--- config.mk ---
export PLATFORM = sky130hd
export DESIGN_NAME = seg7_scan
export DESIGN_NICKNAME = d
export VERILOG_FILES = /design/src/rtl/seg7_pkg.sv /design/src/rtl/seg7_decode.sv /design/src/rtl/seg7_scan.sv
export SDC_FILE = /design/constraint.sdc
export NUM_CORES = 1
export LEC_CHECK = 0
export BUFFER_PORTS_ARGS = -buffer_cell sky130_fd_sc_hd__buf_2
export CAP_MARGIN = 20
export CORE_MARGIN = 2
export CORE_UTILIZATION = 31
export CTS_CLUSTER_SIZE = 24
export DETAILED_ROUTE_END_ITERATION = 16
export PLACE_DENSITY = 0.49
export SLEW_MARGIN = 20
export SYNTH_ARGS = -nofsm -noshare
export SYNTH_HDL_FRONTEND = slang
export SYNTH_SLANG_ARGS = --single-unit
--- constraint.sdc ---
create_clock -name CLK -period 5.4 [get_ports CLK]
set_input_delay 1.08 -clock CLK [delete_from_list [all_inputs] [get_ports CLK]]
set_output_delay 1.08 -clock CLK [all_outputs]
set_load 0.01 [all_outputs]
--- src/rtl/seg7_pkg.sv ---
// Shared constants and types for the four-digit seven-segment scan driver.
// Glyphs are active-low in {g,f,e,d,c,b,a} order.
package seg7_pkg;

  localparam int unsigned NUM_DIGITS = 4;

  localparam logic [6:0] SEG_0    = 7'b1000000;
  localparam logic [6:0] SEG_1    = 7'b1111001;
  localparam logic [6:0] SEG_2    = 7'b0100100;
  localparam logic [6:0] SEG_3    = 7'b0110000;
  localparam logic [6:0] SEG_4    = 7'b0011001;
  localparam logic [6:0] SEG_5    = 7'b0010010;
  localparam logic [6:0] SEG_6    = 7'b0000010;
  localparam logic [6:0] SEG_7    = 7'b1111000;
  localparam logic [6:0] SEG_8    = 7'b0000000;
  localparam logic [6:0] SEG_9    = 7'b0010000;
  localparam logic [6:0] SEG_DASH = 7'b0111111;
  localparam logic [6:0] SEG_OFF  = 7'b1111111;

  localparam logic DP_OFF = 1'b1;

  typedef enum logic [1:0] {
    DIG_ONES  = 2'd0,
    DIG_TENS  = 2'd1,
    DIG_HUNS  = 2'd2,
    DIG_THOUS = 2'd3
  } digit_e;

  typedef struct packed {
    logic [3:0] thous;
    logic [3:0] huns;
    logic [3:0] tens;
    logic [3:0] ones;
  } digits_t;

endpackage

--- src/rtl/seg7_decode.sv ---
// Combinational BCD nibble to active-low seven-segment glyph; non-BCD codes show a dash.
module seg7_decode
  import seg7_pkg::*;
(
  input  logic [3:0] nib_i,
  output logic [6:0] seg_o
);

  always_comb begin
    seg_o = SEG_DASH;
    case (nib_i)
      4'd0: seg_o = SEG_0;
      4'd1: seg_o = SEG_1;
      4'd2: seg_o = SEG_2;
      4'd3: seg_o = SEG_3;
      4'd4: seg_o = SEG_4;
      4'd5: seg_o = SEG_5;
      4'd6: seg_o = SEG_6;
      4'd7: seg_o = SEG_7;
      4'd8: seg_o = SEG_8;
      4'd9: seg_o = SEG_9;
      default: seg_o = SEG_DASH;
    endcase
  end

endmodule

--- src/rtl/seg7_scan.sv ---
// Four-digit multiplexed common-anode display driver with frame-synchronous double buffering.
// Optional leading-zero blanking is enabled by defining SEG7_LEADING_ZERO_BLANK_EN.
module seg7_scan
  import seg7_pkg::*;
#(
  parameter int unsigned REFRESH_DIV = 50000
) (
  input  logic       CLK,
  input  logic       RST,
  input  logic       LOAD,
  input  logic [3:0] THOUS,
  input  logic [3:0] HUNS,
  input  logic [3:0] TENS,
  input  logic [3:0] ONES,
  output logic [3:0] AN,
  output logic [6:0] SEG,
  output logic       DP,
  output logic       UPD_DONE
);

  localparam int unsigned CW = (REFRESH_DIV > 2) ? $clog2(REFRESH_DIV) : 1;

  logic [CW-1:0] cnt_q, cnt_d;
  digit_e        idx_q, idx_d;
  digits_t       disp_q, disp_d;
  digits_t       pbuf_q, pbuf_d;
  logic          pend_q, pend_d;
  logic          upd_q, upd_d;
  logic [3:0]    an_q, an_d;
  logic [6:0]    seg_q, seg_d;

  digits_t    din;
  logic       tick;
  logic       boundary;
  logic       blank;
  logic [3:0] nib;
  logic [6:0] glyph;

  assign din = {THOUS, HUNS, TENS, ONES};

  always_comb begin
    tick     = (cnt_q == CW'(REFRESH_DIV - 1));
    boundary = tick && (idx_q == DIG_THOUS);
    cnt_d    = tick ? '0 : cnt_q + 1'b1;
    idx_d    = tick ? digit_e'(idx_q + 2'd1) : idx_q;
    disp_d   = disp_q;
    pbuf_d   = pbuf_q;
    pend_d   = pend_q;
    upd_d    = 1'b0;
    // A LOAD coinciding with the boundary bypasses the pending buffer entirely.
    if (boundary && LOAD) begin
      disp_d = din;
      pend_d = 1'b0;
      upd_d  = 1'b1;
    end else if (boundary && pend_q) begin
      disp_d = pbuf_q;
      pend_d = 1'b0;
      upd_d  = 1'b1;
    end else if (LOAD) begin
      pbuf_d = din;
      pend_d = 1'b1;
    end
  end

  always_comb begin
    nib   = disp_q.ones;
    blank = 1'b0;
    case (idx_q)
      DIG_ONES:  nib = disp_q.ones;
      DIG_TENS:  nib = disp_q.tens;
      DIG_HUNS:  nib = disp_q.huns;
      DIG_THOUS: nib = disp_q.thous;
      default:   nib = disp_q.ones;
    endcase
`ifdef SEG7_LEADING_ZERO_BLANK_EN
    case (idx_q)
      DIG_THOUS: blank = (disp_q.thous == 4'd0);
      DIG_HUNS:  blank = (disp_q.thous == 4'd0) && (disp_q.huns == 4'd0);
      DIG_TENS:  blank = (disp_q.thous == 4'd0) && (disp_q.huns == 4'd0)
                         && (disp_q.tens == 4'd0);
      default:   blank = 1'b0;
    endcase
`endif
    an_d  = blank ? '1 : ~(NUM_DIGITS'(1) << idx_q);
    seg_d = blank ? SEG_OFF : glyph;
  end

  seg7_decode u_decode (
    .nib_i (nib),
    .seg_o (glyph)
  );

  always_ff @(posedge CLK) begin
    if (!RST) begin
      cnt_q  <= '0;
      idx_q  <= DIG_ONES;
      disp_q <= '0;
      pbuf_q <= '0;
      pend_q <= 1'b0;
      upd_q  <= 1'b0;
      an_q   <= '1;
      seg_q  <= SEG_OFF;
    end else begin
      cnt_q  <= cnt_d;
      idx_q  <= idx_d;
      disp_q <= disp_d;
      pbuf_q <= pbuf_d;
      pend_q <= pend_d;
      upd_q  <= upd_d;
      an_q   <= an_d;
      seg_q  <= seg_d;
    end
  end

  assign AN       = an_q;
  assign SEG      = seg_q;
  assign DP       = DP_OFF;
  assign UPD_DONE = upd_q;

endmodule

==> flow_summary.toml <==
[cts]
tritoncts = "done"
root_buffer = "clkbuf_8"
h-tree-depth = 3
clkTransAtPathRegs_ns = 0.07
ctsResizeCount = 0
clock_path_buffers = 2
hold_buffers = 0
cts_sinks = 63
cts_setup_buffers = 0
cts_made_buffers = 9
worstSkewPairLatency_ns = 0.34

[logic_synthesis]
synth_seq_cells = 63
synthDistinctLibCells = 47
synth_top_area_share = 0.433
syn_area_um2 = 2910
synth_edf_count = 0
syn-num-nets = 370
synth_area_per_cell_um2 = 8.52
ys_seq_area_frac = 0.433
ys_dominant_reg_cell = "dfxtp_1"
synth_top_area_cell = "dfxtp_1"
async_reset_ff_frac = 0
yosys_warnings = 0
netlist_top_cells_area = "dfxtp_1 (43%), o21ai_0 (5.5%), nand2_1 (5.2%)"
synth_cells = 342

[timing]
setup_viol = 0
rsz0062_at_grt = "no"
fin_skew_ns = 0.0145
period_share = 0.439
worstMarginPinSlew_ns = 0.762
slew_headroom = 0.477
finalHoldViolations = 0
max_clock_freq_mhz = 422
fin_crit_ns = 2.37
slew_viol_final = 0
tns_ns = 0

[placement]
dp_hpwl_um = 4130
place_inst = 459
place_congestion = 0.774
port_buffers = 30

[worst_setup_path]
crit_type = "reg2reg"
r2r-start = "idx_q[0]"
cp.depth = 6
critPathTopFamily = "simple AND/OR/NAND/NOR gates"
crit_fanout = 30
rr_endpoint = "pbuf_q[5]"
cp-start-kind = "flop"
path_cells = "ha_1, and4_1, nand4_1, buf_4, and2_0, o21ai_0"
slowest_stage = "and2_0"
rrSetupSlack_ns = 3.03
required_ns = 5.58
endpoint_kind = "flop"
cp_num_buf_inv = 1
crit_arrival_ns = 2.55
max_stage_delay_ns = 0.67
reg2regPathDepth = 6

[floorplan]
die-height_um = 101
row_count = 35
initial_core_util = 0.317
die_area_um2 = 10200
num_io_pins = 32
core_um2 = 9200
die_w_um = 101

[global_route]
grt_overflow = 0
grt_max_degree = 75
grt_usage = 0.132
grt_pass1_wl_um = 10600
grt_pass1_vias = 2215
grt_antenna_before_repair = 0

[power]
power_uw = 954
p_int_uw = 723
p_clk_frac = 0.435
leakage_nw = 1.31
net-switching-power_uw = 232
pwr_density_cell_nw_per_um2 = 288
power_frac_seq = 0.507
peakVddDrop_uv = 156
pwr-share-comb = 0.058
p_sw_frac = 0.243

[hold_path]
worst_hold_path.num_cells = 1
hp-class = "reg2reg"
min_to = "cnt_q[0]"
worstHoldStart = "cnt_q[0]"

[layout]
drive_gt1_frac = 0.154
areaGrowthSynthToFinish_pct = 13.9
antennaDiodeCount = 0
final_cell_mix = "dfxtp_1 (63), nand2_1 (40), o21ai_0 (32)"
nets = 387
stdcell_count = 475
final_common_cell = "dfxtp_1"

[status]
status = "complete, no violations"

[routing]
dr.pass1.iters = 8
viasPerCell = 4.99
routed_wl_um = 6270
post_drt_wl_per_cell_um = 13.2
num_vias = 2370
drc_errors = 0
drt_iter0_markers = 91
detail-route-antenna-nets = 0

[run]
cap_viol_max_count = 0
flip-flops by register name, summed over array words and instances, names as in the netlist:
name	cells
idx_q	2
disp_q	16
pbuf_q	16
UPD_DONE	1
cnt_q	16
AN	4
pend_q	1
SEG	7
worst reg2reg max path, stage by stage, from the launching register on:
cell and delay, ns:
dfxtp_1 0.35, ha_1 0.31, and4_1 0.24, nand4_1 0.10, buf_4 0.30, and2_0 0.68
o21ai_0 0.23
through the flow:
step                worst slack (ns)   util  hold slack [ns]  area (um2)
detailed placement              2.42  0.339            0.433        3110
finish                          3.03  0.361            0.438        3320
global route                    2.81  0.361            0.476        3320
global placement                2.43  0.339            0.425        3110
floorplan                       3.26      -            0.413        2910
CTS                             2.80  0.360            0.444        3310
layout make-up:
class | instances | area, um2
clock buffer | 11 | 141
clock inverter | 5 | 57.6
fill | 988 | 5880
inverter | 22 | 82.6
multi-input combinational | 231 | 1470
sequential | 63 | 1260
tap | 111 | 139
timing repair buffer | 32 | 165
metal layers:
| layer | wire length, um | track usage | vias up | share of wire |
|---|---|---|---|---|
| met2 | 2680 | 0.199 | 55 | 0.43 |
| met5 | 0 | 0 | - | 0 |
| met1 | 3200 | 0.177 | 1069 | 0.51 |
| met3 | 317 | 0.0472 | 6 | 0.051 |
| met4 | 65 | 0.0405 | 0 | 0.010 |
| li1 | - | - | 1240 | - |
Yosys cell counts, drive strengths merged (2+ instances only):
| cell type | n |
|---|---|
| buf | 6 |
| and2 | 6 |
| nor2b | 3 |
| nor4b | 2 |
| a211oi | 2 |
| inv | 22 |
| nor2 | 14 |
| or3 | 3 |
| o211a | 5 |
| xor2 | 10 |
| and4 | 2 |
| nand2 | 40 |
| or2 | 2 |
| a222oi | 4 |
| nand4 | 24 |
| dfxtp | 63 |
| nand2b | 6 |
| nand3b | 2 |
| ha | 9 |
| xnor2 | 2 |
| nor3b | 6 |
| mux2i | 5 |
| and3 | 5 |
| and4bb | 2 |
| clkbuf | 20 |
| a22o | 4 |
| nand3 | 7 |
| o22ai | 11 |
| o21ai | 32 |
| a21oi | 13 |
logic make-up (layout without fill, tap and decap cells):
family	count (synthesis)	count (layout)	synth area share
compound gates	76	76	0.163
xor+xnor	12	12	0.0361
fa+ha+maj	9	9	0.0386
buf+inv	48	70	0.0640
flops	63	63	0.433
mux	6	6	0.0223
other cells	1	1	0.00129
simple gates	127	127	0.242
worst max-delay path by stage:
stage	startpoint	end	slack (ns)
after floorplan	LOAD	pbuf_q[14]	3.26
after global placement	LOAD	disp_q[14]	2.43
after detailed placement	LOAD	disp_q[14]	2.42
after CTS	LOAD	disp_q[14]	2.80
after global routing	idx_q[0]	pbuf_q[10]	2.81
final	idx_q[0]	pbuf_q[5]	3.03
power groups by stage:
stage	logic (mW)	clock network [mW]	registers, mW
after floorplan	0.0370	0	0.493
after global placement	0.0557	0	0.494
after detailed placement	0.0561	0	0.494
after CTS	0.0561	0.429	0.483
after global routing	0.0636	0.449	0.485
final	0.0555	0.415	0.483
Note: power is estimated with default switching activity, not from simulation.
